## config.mk

```make
export PLATFORM = sky130hd
export DESIGN_NAME = int_wb_arbiter
export DESIGN_NICKNAME = d
export VERILOG_FILES = /design/src/rtl/int_wb_arbiter.sv
export SDC_FILE = /design/constraint.sdc
export NUM_CORES = 1
export LEC_CHECK = 0
export BUFFER_PORTS_ARGS = -buffer_cell sky130_fd_sc_hd__buf_2
export CORE_AREA = 2 2 126 128
export DETAILED_ROUTE_END_ITERATION = 12
export DIE_AREA = 0 0 128 130
export GPL_TIMING_DRIVEN = 0
export MAX_ROUTING_LAYER = met4
export PLACE_DENSITY = 0.79
export SETUP_SLACK_MARGIN = 0.5
export SLEW_MARGIN = 10
export SYNTH_ARGS = -nofsm -noshare
export SYNTH_HDL_FRONTEND = slang
export SYNTH_SLANG_ARGS = --single-unit
```

## constraint.sdc

```tcl
create_clock -name clock -period 3.8 [get_ports clock]
set_clock_uncertainty 0.15 [all_clocks]
set_input_delay 0.76 -clock clock [delete_from_list [all_inputs] [get_ports clock]]
set_output_delay 0.76 -clock clock [all_outputs]
set_load 0.03 [all_outputs]
```

## src/rtl/int_wb_arbiter.sv

```systemverilog
// int_wb_arbiter: round-robin share of the integer register file write port, with a pending-write scoreboard
module int_wb_arbiter #(
  parameter int NUM_REQ = 3,
  parameter int DATA_W = 64,
  parameter int ADDR_W = 5,
  localparam int GW = (NUM_REQ > 2) ? 2 : 1,
  localparam int NREG = 2 ** ADDR_W
) (
  input  logic                      clock,
  input  logic                      reset,
  input  logic [NUM_REQ-1:0]        req_valid,
  input  logic [NUM_REQ*ADDR_W-1:0] req_addr,
  input  logic [NUM_REQ*DATA_W-1:0] req_data,
  output logic [NUM_REQ-1:0]        req_ready,
  input  logic                      alloc_valid,
  input  logic [ADDR_W-1:0]         alloc_addr,
  output logic [NREG-1:0]           pending,
  output logic                      write_enable,
  output logic [ADDR_W-1:0]         write_addr,
  output logic [DATA_W-1:0]         write_data,
  output logic [GW-1:0]             grant_id
);
  logic [GW-1:0] rr_q, rr_d, gid_q, gid_d, win_id;
  logic [ADDR_W-1:0] wa_q, wa_d, win_addr;
  logic [DATA_W-1:0] wd_q, wd_d;
  logic [NREG-1:0] pend_q, pend_d, set_v, clr_v;
  logic we_q, we_d, any, hs;
  always_comb begin
    win_id = '0;
    any = 1'b0;
    for (int k = NUM_REQ - 1; k >= 0; k--) begin
      if (req_valid[(int'(rr_q) + k) % NUM_REQ]) begin
        win_id = GW'((int'(rr_q) + k) % NUM_REQ);
        any = 1'b1;
      end
    end
    hs = reset && any;
    req_ready = hs ? NUM_REQ'(1) << win_id : '0;
    win_addr = req_addr[win_id*ADDR_W +: ADDR_W];
    rr_d = hs ? ((win_id == GW'(NUM_REQ - 1)) ? '0 : win_id + 1'b1) : rr_q;
    we_d = hs && (win_addr != '0);
    wa_d = hs ? win_addr : wa_q;
    wd_d = hs ? req_data[win_id*DATA_W +: DATA_W] : wd_q;
    gid_d = hs ? win_id : gid_q;
    set_v = alloc_valid ? NREG'(1) << alloc_addr : '0;
    clr_v = we_q ? NREG'(1) << wa_q : '0;
    pend_d = (set_v | (pend_q & ~clr_v)) & ~NREG'(1);
  end
  always_ff @(posedge clock) begin
    if (!reset) begin
      rr_q <= '0;
      we_q <= 1'b0;
      wa_q <= '0;
      wd_q <= '0;
      gid_q <= '0;
      pend_q <= '0;
    end else begin
      rr_q <= rr_d;
      we_q <= we_d;
      wa_q <= wa_d;
      wd_q <= wd_d;
      gid_q <= gid_d;
      pend_q <= pend_d;
    end
  end
  assign write_enable = we_q;
  assign write_addr = wa_q;
  assign write_data = wd_q;
  assign grant_id = gid_q;
  assign pending = pend_q;
endmodule

```

==> metrics.md, run 1 <==
| Metric | Value |
|---|---|
| Drt total wl | `19800 microns` |
| Synth Instances | `615` |
| Reg2Reg Depth | `12` |
| Placed insts | `1129` |
| Layout net count | `1183` |
| Worst Setup EP | `req_ready[2]` |
| Critical Path End Type | `output port` |
| Area leader, netlist | `dfxtp_1` |
| Hold Slack | `0.306 ns` |
| Worst Setup Start Kind | `flop` |
| Final GP Congestion | `0.875` |
| Total GRT Usage | `0.235` |
| Initial Utilization | `0.358` |
| Highest Clock Rate | `0.299 GHz` |
| Top cells by area, synth | `dfxtp_1 38%, mux2i_1 13%, a31o_2 9.8%` |
| Status | `completed` |
| Warnings, synthesis | `0` |
| EDFF count, synth | `0` |
| Switching Power | `3.01 mW` |
| Cts bufs inserted | `9` |
| Static Leak | `3.91 nW` |
| Drt first pass iters | `5` |
| Peak supply drop | `0.371 mV` |
| Number of port buffers | `322` |
| CP Max Fanout | `4` |
| Crit path kind | `reg -> out` |
| Fraction of registers with async set/reset | `0` |
| Crit Reg-Reg Endpoint | `write_data[34]$_SDFFE_PN0P_` |
| Area of the die | `16600 sq um` |
| Vias after detailed routing | `6082` |
| Storage cell area | `2110 sq um` |
| Starting DRT DRC Count | `301` |
| Least-Margin Pin Slew | `0.746 ns` |
| # diodes | `0` |
| Remaining DRCs | `0` |
| CP Launch Point | `rr_q[1]$_SDFFE_PN0P_` |
| Final Critical Period | `3.34 ns` |
| DP Wirelength | `15500 microns` |
| Max-slew violation count | `0` |
| Final WS setup | `0.461 ns` |
| CTS clock-pin slew for the worst setup and hold paths | `0.07 ns` |
| Non-filler instance count after layout | `1158` |
| Top_reg_cell synth | `dfxtp_1` |
| Largest net degree at the start of global routing | `16` |
| Post-synth top area share | `0.380` |
| Worst path arrival time | `2.43 ns` |
| Critical R2R Launch | `rr_q[1]$_SDFFE_PN0P_` |
| Crit share post-route | `0.879` |
| Syn nets | `836` |
| CTS tree | `done` |
| Antenna violations before repair | `0` |
| Unrepaired setup endpoints after global routing | `yes` |
| IO Pins | `325` |
| Clock insertion delay at the later pin of the skew report | `0.34 ns` |
| Placed cell areas | `7380 sq um` |
| Synth cell types | `42` |
| TNS Setup | `0 ns` |
| Int Pwr | `3.58 mW` |
| Vias/cell | `5.25` |
| Share of cells above drive strength 1 | `0.471` |
| Cell Rows | `46` |
| Die Span X | `128 microns` |
| WP data required | `2.89 ns` |
| HP Class | `reg -> reg` |
| Pre-CTS setup slack | `-0.264 ns` |
| Area grow syn2layout | `42.7%` |
| Power per cell area | `835 nW/um^2` |
| Routed WL per cell | `17.1 microns` |
| Vias in the first global route | `5577` |
| Worst reg2reg setup slack | `0.79 ns` |
| Area of the multi-input gates | `3160 sq um` |
| Htree depth | `3` |
| Slew headroom | `0.502` |
| Seq pwr share | `0.265` |
| Antenna-violating nets left | `0` |
| Layout filler cell count | `1508` |
| Grt ovf | `0` |
| Final setup viols | `0` |
| Global-route wire length before repair | `29300 microns` |
| Number of buffers on the longest clock path | `2` |
| Fraction of the yosys area taken by sequential cells | `0.380` |
| Switching Share | `0.457` |
| Gate power share | `0.598` |
| Clock Sinks | `105` |
| Utilization after layout | `0.511` |
| Share of total power in the clock network | `0.137` |
| FF+latch count, synth | `105` |
| Cell area after synthesis | `5530 sq um` |
| Total core area | `15400 sq um` |
| Hold Vio Cnt, Final | `0` |
| CTS root buf | `clkbuf_16` |
| Design area | `7890 sq um` |
| Total power | `6.59 mW` |
| Syn avg cell area | `8.99 sq um` |
| Die Ht | `130 microns` |
| # hold bufs at CTS | `0` |
| Max-cap violations | `0` |
==> routing by layer <==
layer  GRT usage  part of all wire
met1       0.286              0.43
met4      0.0627             0.019
met2       0.399              0.50
met3      0.0488             0.059
met5           -                 0
==> kinds of logic after synthesis <==
family,share of synthesized area
AO/OA/AOI/OAI,0.289
adder cells (fa/ha/maj),0.00679
buffers and inverters,0.0620
flip-flops,0.380
multiplexers,0.131
other,0.000678
AND/OR/NAND/NOR,0.130
==> flip-flops by register name (all words and copies together), names as in the netlist <==
register / cells
rr_q: 2
write_data: 64
write_enable: 1
grant_id: 2
write_addr: 5
pending: 31
==> area by class of cell <==
type,count,area share
Inverter,4,0.00190
Tap cell,192,0.0305
Buffer,55,0.0463
Multi-Input combinational cell,451,0.400
Clock buffer,12,0.0300
Sequential cell,105,0.267
Timing Repair Buffer,336,0.219
Clock inverter,3,0.00539
==> worst min-delay path by stage <==
stage                              from                  endpoint  slack (ns)  depth (start not counted)
2_1_floorplan      rr_q[0]$_SDFFE_PN0P_      rr_q[0]$_SDFFE_PN0P_        0.30                          2
3_3_place_gp   grant_id[1]$_SDFFE_PN0P_  grant_id[1]$_SDFFE_PN0P_        0.28                          2
3_5_place_dp   grant_id[1]$_SDFFE_PN0P_  grant_id[1]$_SDFFE_PN0P_        0.29                          2
4_1_cts        grant_id[1]$_SDFFE_PN0P_  grant_id[1]$_SDFFE_PN0P_        0.31                          2
5_1_grt        grant_id[0]$_SDFFE_PN0P_  grant_id[0]$_SDFFE_PN0P_        0.33                          1
6_report       grant_id[0]$_SDFFE_PN0P_  grant_id[0]$_SDFFE_PN0P_        0.31                          1
==> power by group through the flow <==
stage	clock network, mW	logic [mW]	registers [mW]
after CTS	0.924	3.94	1.74
final	0.904	3.94	1.74
after global placement	0	3.69	1.74
after detailed placement	0	3.72	1.75
after global routing	0.965	4.22	1.79
after floorplan	0	1.91	2.47
==> cell usage in the layout (no fill, tap or decap), types with 2 or more instances in the layout <==
cell type and instances:
buf_2 328, dfxtp_1 103, nor2_1 75, mux2i_1 69, a211oi_1 66, a31o_2 62, nand2_1 39, o21ai_0 33
a21boi_0 31, clkbuf_1 26, buf_4 24, nand3_1 12, buf_6 10, nor2b_1 9, clkbuf_16 9, nand2b_1 7
and3_1 4, inv_1 3, a21oi_1 3, a21o_1 3, a211o_1 3, clkbuf_4 2, mux2_4 2, o211ai_1 2
buf_8 2, a31o_1 2, nand4_1 2, nor3b_1 2, nor3_1 2, ha_4 2
==> synthesized netlist by cell type, types with 6 or more instances <==
master / n
dfxtp_1: 105
buf_4: 6
nand2b_1: 8
buf_2: 13
nor2b_1: 9
a211oi_1: 66
mux2i_1: 70
a21boi_0: 32
clkbuf_1: 24
nor2_1: 75
nand2_1: 39
a31o_2: 62
nand3_1: 12
o21ai_0: 33
buf_6: 11
==> repair_timing <==
item / in CTS / in global routing
cloned: 0 / 0
setup buffers: 14 / 0
setup endpoints to repair: 73 / 3
resized for setup: 27 / 6
pin swaps: 3 / 3
==> worst max-delay path, cell delays in order, from the launching register on <==
cell     delay [ns]
dfxtp_4        0.36
inv_2          0.04
ha_4           0.14
buf_6          0.12
mux2_4         0.30
mux2_4         0.30
o41ai_4        0.22
buf_4          0.21
buf_12         0.11
buf_8          0.09
nor3b_2        0.03
buf_4          0.16
No activity file was read; power rests on OpenSTA's default activity.
==> run 2, diff against run 1 <==
- ABC_AREA: not set -> 1
- CORE_AREA: 2 2 126 128 -> 2 2 125 127
- DIE_AREA: 0 0 128 130 -> 0 0 127 129
- PLACE_DENSITY: 0.79 -> 0.83
==> run 2 against run 1 <==
Sequential share of layout area decreased by 1.3 points. Clock-buffer cell count decreased by 2. Utilization increased by 4.3 points. Critical path type unchanged.
==> metrics.md, run 2 <==
| Metric | Value |
|---|---|
| Status | `completed` |
| IO Pins | `325` |
| Placed insts | `1308` |
| CTS clock-pin slew for the worst setup and hold paths | `0.06 ns` |
| CTS tree | `done` |
| Cts bufs inserted | `9` |
| Warnings, synthesis | `0` |
| Max-slew violation count | `0` |
| Max-cap violations | `0` |
| Final Critical Period | `3.20 ns` |
| Most frequent cells in the layout | `336 x buf_2, 158 x nand2_1, 103 x dfxtp_1` |
| TNS Setup | `0 ns` |
| Total core area | `15000 sq um` |
| # hold bufs at CTS | `0` |
| Fraction of the yosys area taken by sequential cells | `0.348` |
| Utilization after layout | `0.555` |
| Cell area after synthesis | `6040 sq um` |
| Number of buffers on the longest clock path | `2` |
| Starting DRT DRC Count | `401` |
| Final GP Congestion | `0.961` |
| Vias/cell | `5.27` |
| CTS root buf | `clkbuf_16` |
| Most used cell, CP | `inv_2` |
| Most Crowded Layer GR | `met2` |
| Top_reg_cell synth | `dfxtp_1` |
| Clock insertion delay at the later pin of the skew report | `0.35 ns` |
| Die Ht | `129 microns` |
| Worst path arrival time | `2.29 ns` |
| Layout net count | `1354` |
| Peak supply drop | `0.544 mV` |
| Least-Margin Pin Slew | `0.578 ns` |
| Highest Clock Rate | `0.313 GHz` |
| Fraction of registers with async set/reset | `0` |
| Power per cell area | `949 nW/um^2` |
| Critical Path End Type | `output port` |
| Met1 usage | `0.309` |
| CP Max Fanout | `10` |
| Number of flip-flops in the largest register | `64` |
| EDFF count, synth | `0` |
| Cell Rows | `45` |
| Die Span X | `127 microns` |
| Largest net degree at the start of global routing | `18` |
| Antenna-violating nets left | `0` |
| Top cells by area, synth | `dfxtp_1 35%, nand2_1 10%, a21oi_1 7.9%` |
| CP Buf/Inv Count | `6` |
| Grt ovf | `0` |
| Initial Utilization | `0.403` |
| Worst Setup Start Kind | `flop` |
| Hold Vio Cnt, Final | `0` |
| Commonest non-fill, non-tap cell in the layout | `buf_2` |
| Area leader, netlist | `dfxtp_1` |
| HP Class | `reg -> reg` |
| Share of cells above drive strength 1 | `0.489` |
| Unrepaired setup endpoints after global routing | `no` |
| Vias after detailed routing | `7008` |
| Drt first pass iters | `7` |
| Antenna violations before repair | `4` |
| Global-route wire length before repair | `33400 microns` |
| Most frequent cell after synthesis | `nand2_1` |
| Vias in the first global route | `6455` |
| FF+latch count, synth | `105` |
| Syn nets | `1022` |
| Synth cell types | `33` |
| Static Leak | `4.21 nW` |
| Worst path slowest cell | `dfxtp_4` |
| Synth Instances | `801` |
| Slew headroom | `0.615` |
| Area of the die | `16400 sq um` |
| Htree depth | `3` |
| Post-synth top area share | `0.348` |
| Syn avg cell area | `7.54 sq um` |
| Clock Sinks | `105` |
| Commonest cells post-synth | `161 x nand2_1, 105 x dfxtp_1, 95 x a21oi_1` |
| Total GRT Usage | `0.273` |
| Family with the most delay on the worst path | `buffers and inverters` |
| M3 GR Usage | `0.0449` |
| GRT met2 Usage | `0.474` |
| Area grow syn2layout | `37.5%` |
| Non-filler instance count after layout | `1330` |
| DP Wirelength | `17800 microns` |
| Crit share post-route | `0.841` |
| Remaining DRCs | `0` |
| Drt total wl | `22700 microns` |
| Max incr delay on CP | `0.38 ns` |
| Crit path kind | `reg -> out` |
| Crit-path cells | `inv_2 -> ha_4 -> inv_2 -> nand3_1 -> nand2_2 -> clkinv_2 -> nand3_4 -> nand2_4 -> buf_8 -> buf_4 -> nor3_4 -> buf_6` |
| Routed WL per cell | `17.1 microns` |
| Number of port buffers | `319` |
| Final setup viols | `0` |
| WP data required | `2.89 ns` |
-- run 2: cell count changes after synthesis, moves of 53 or more --
cell / before / now
a21oi_1: 4 / 95
nand2_2: 0 / 53
a31o_2: 62 / 0
a211oi_1: 66 / 0
nand2_1: 39 / 161
mux2i_1: 70 / 0
nor2_1: 75 / 17
-- run 2: final timing paths --
check,from,to,slack [ns],cells past startpoint
setup / recovery,rr_q[1]$_SDFFE_PN0P_,req_ready[0],0.60,12
hold / removal,grant_id[0]$_SDFFE_PN0P_,grant_id[0]$_SDFFE_PN0P_,0.31,2
setup reg to reg,rr_q[0]$_SDFFE_PN0P_,write_data[39]$_SDFFE_PN0P_,1.37,18
hold reg to reg,grant_id[0]$_SDFFE_PN0P_,grant_id[0]$_SDFFE_PN0P_,0.31,2
-- run 2: what timing repair did --
action,in CTS,in global routing
endpoints found under the setup margin,3,3
gates resized for setup,18,15
pin swaps,2,0
setup buffers,2,0
-- run 2: routing by layer --
metal | share of wire | up-vias
met3 | 0.082 | 51
met4 | 0.040 | 0
li1 | - | 3349
met2 | 0.50 | 358
met5 | 0 | -
met1 | 0.38 | 3250
-- run 2: worst min-delay path: stages (launching register included) --
cell and delay [ns]:
dfxtp_1 0.31, nand2_1 0.06, nand2_1 0.04
-- run 2: layout make-up --
type                       count  area [sq um]
timing repair buffer         321          1620
tap                          188           235
clock inverter                 6          67.6
inverter                      90           347
antenna                        4          10.0
multi-input combinational    549          3280
sequential                   105          2110
buffer                        57           408
fill                        1430          6670
clock buffer                  10           229
-- run 2: cells by family (layout without fill, tap and decap cells) --
kind of cell	count (synthesis)	in the layout	share of synthesized area
compound gates	201	201	0.223
other cells	1	5	0.000621
simple gates	344	344	0.303
fa+ha+maj	3	3	0.00622
flops	105	105	0.348
buf+inv	147	484	0.119
-- run 2: stage by stage --
stage,hold slack [ns],instance area (sq um),setup slack [ns],power (mW)
final,0.308,8310,0.604,7.89
after global routing,0.336,8300,0.483,8.38
after CTS,0.312,8250,0.503,7.82
after detailed placement,0.301,7870,0.474,6.78
after global placement,0.290,7870,0.498,6.70
after floorplan,0.337,6040,0.564,5.41
-- run 2: where the power goes --
part | switching [mW] | leakage, nW | internal [mW]
sequential | 0.240 | 0.872 | 1.49
combinational | 3.47 | 3.20 | 1.74
clock | 0.431 | 0.139 | 0.514
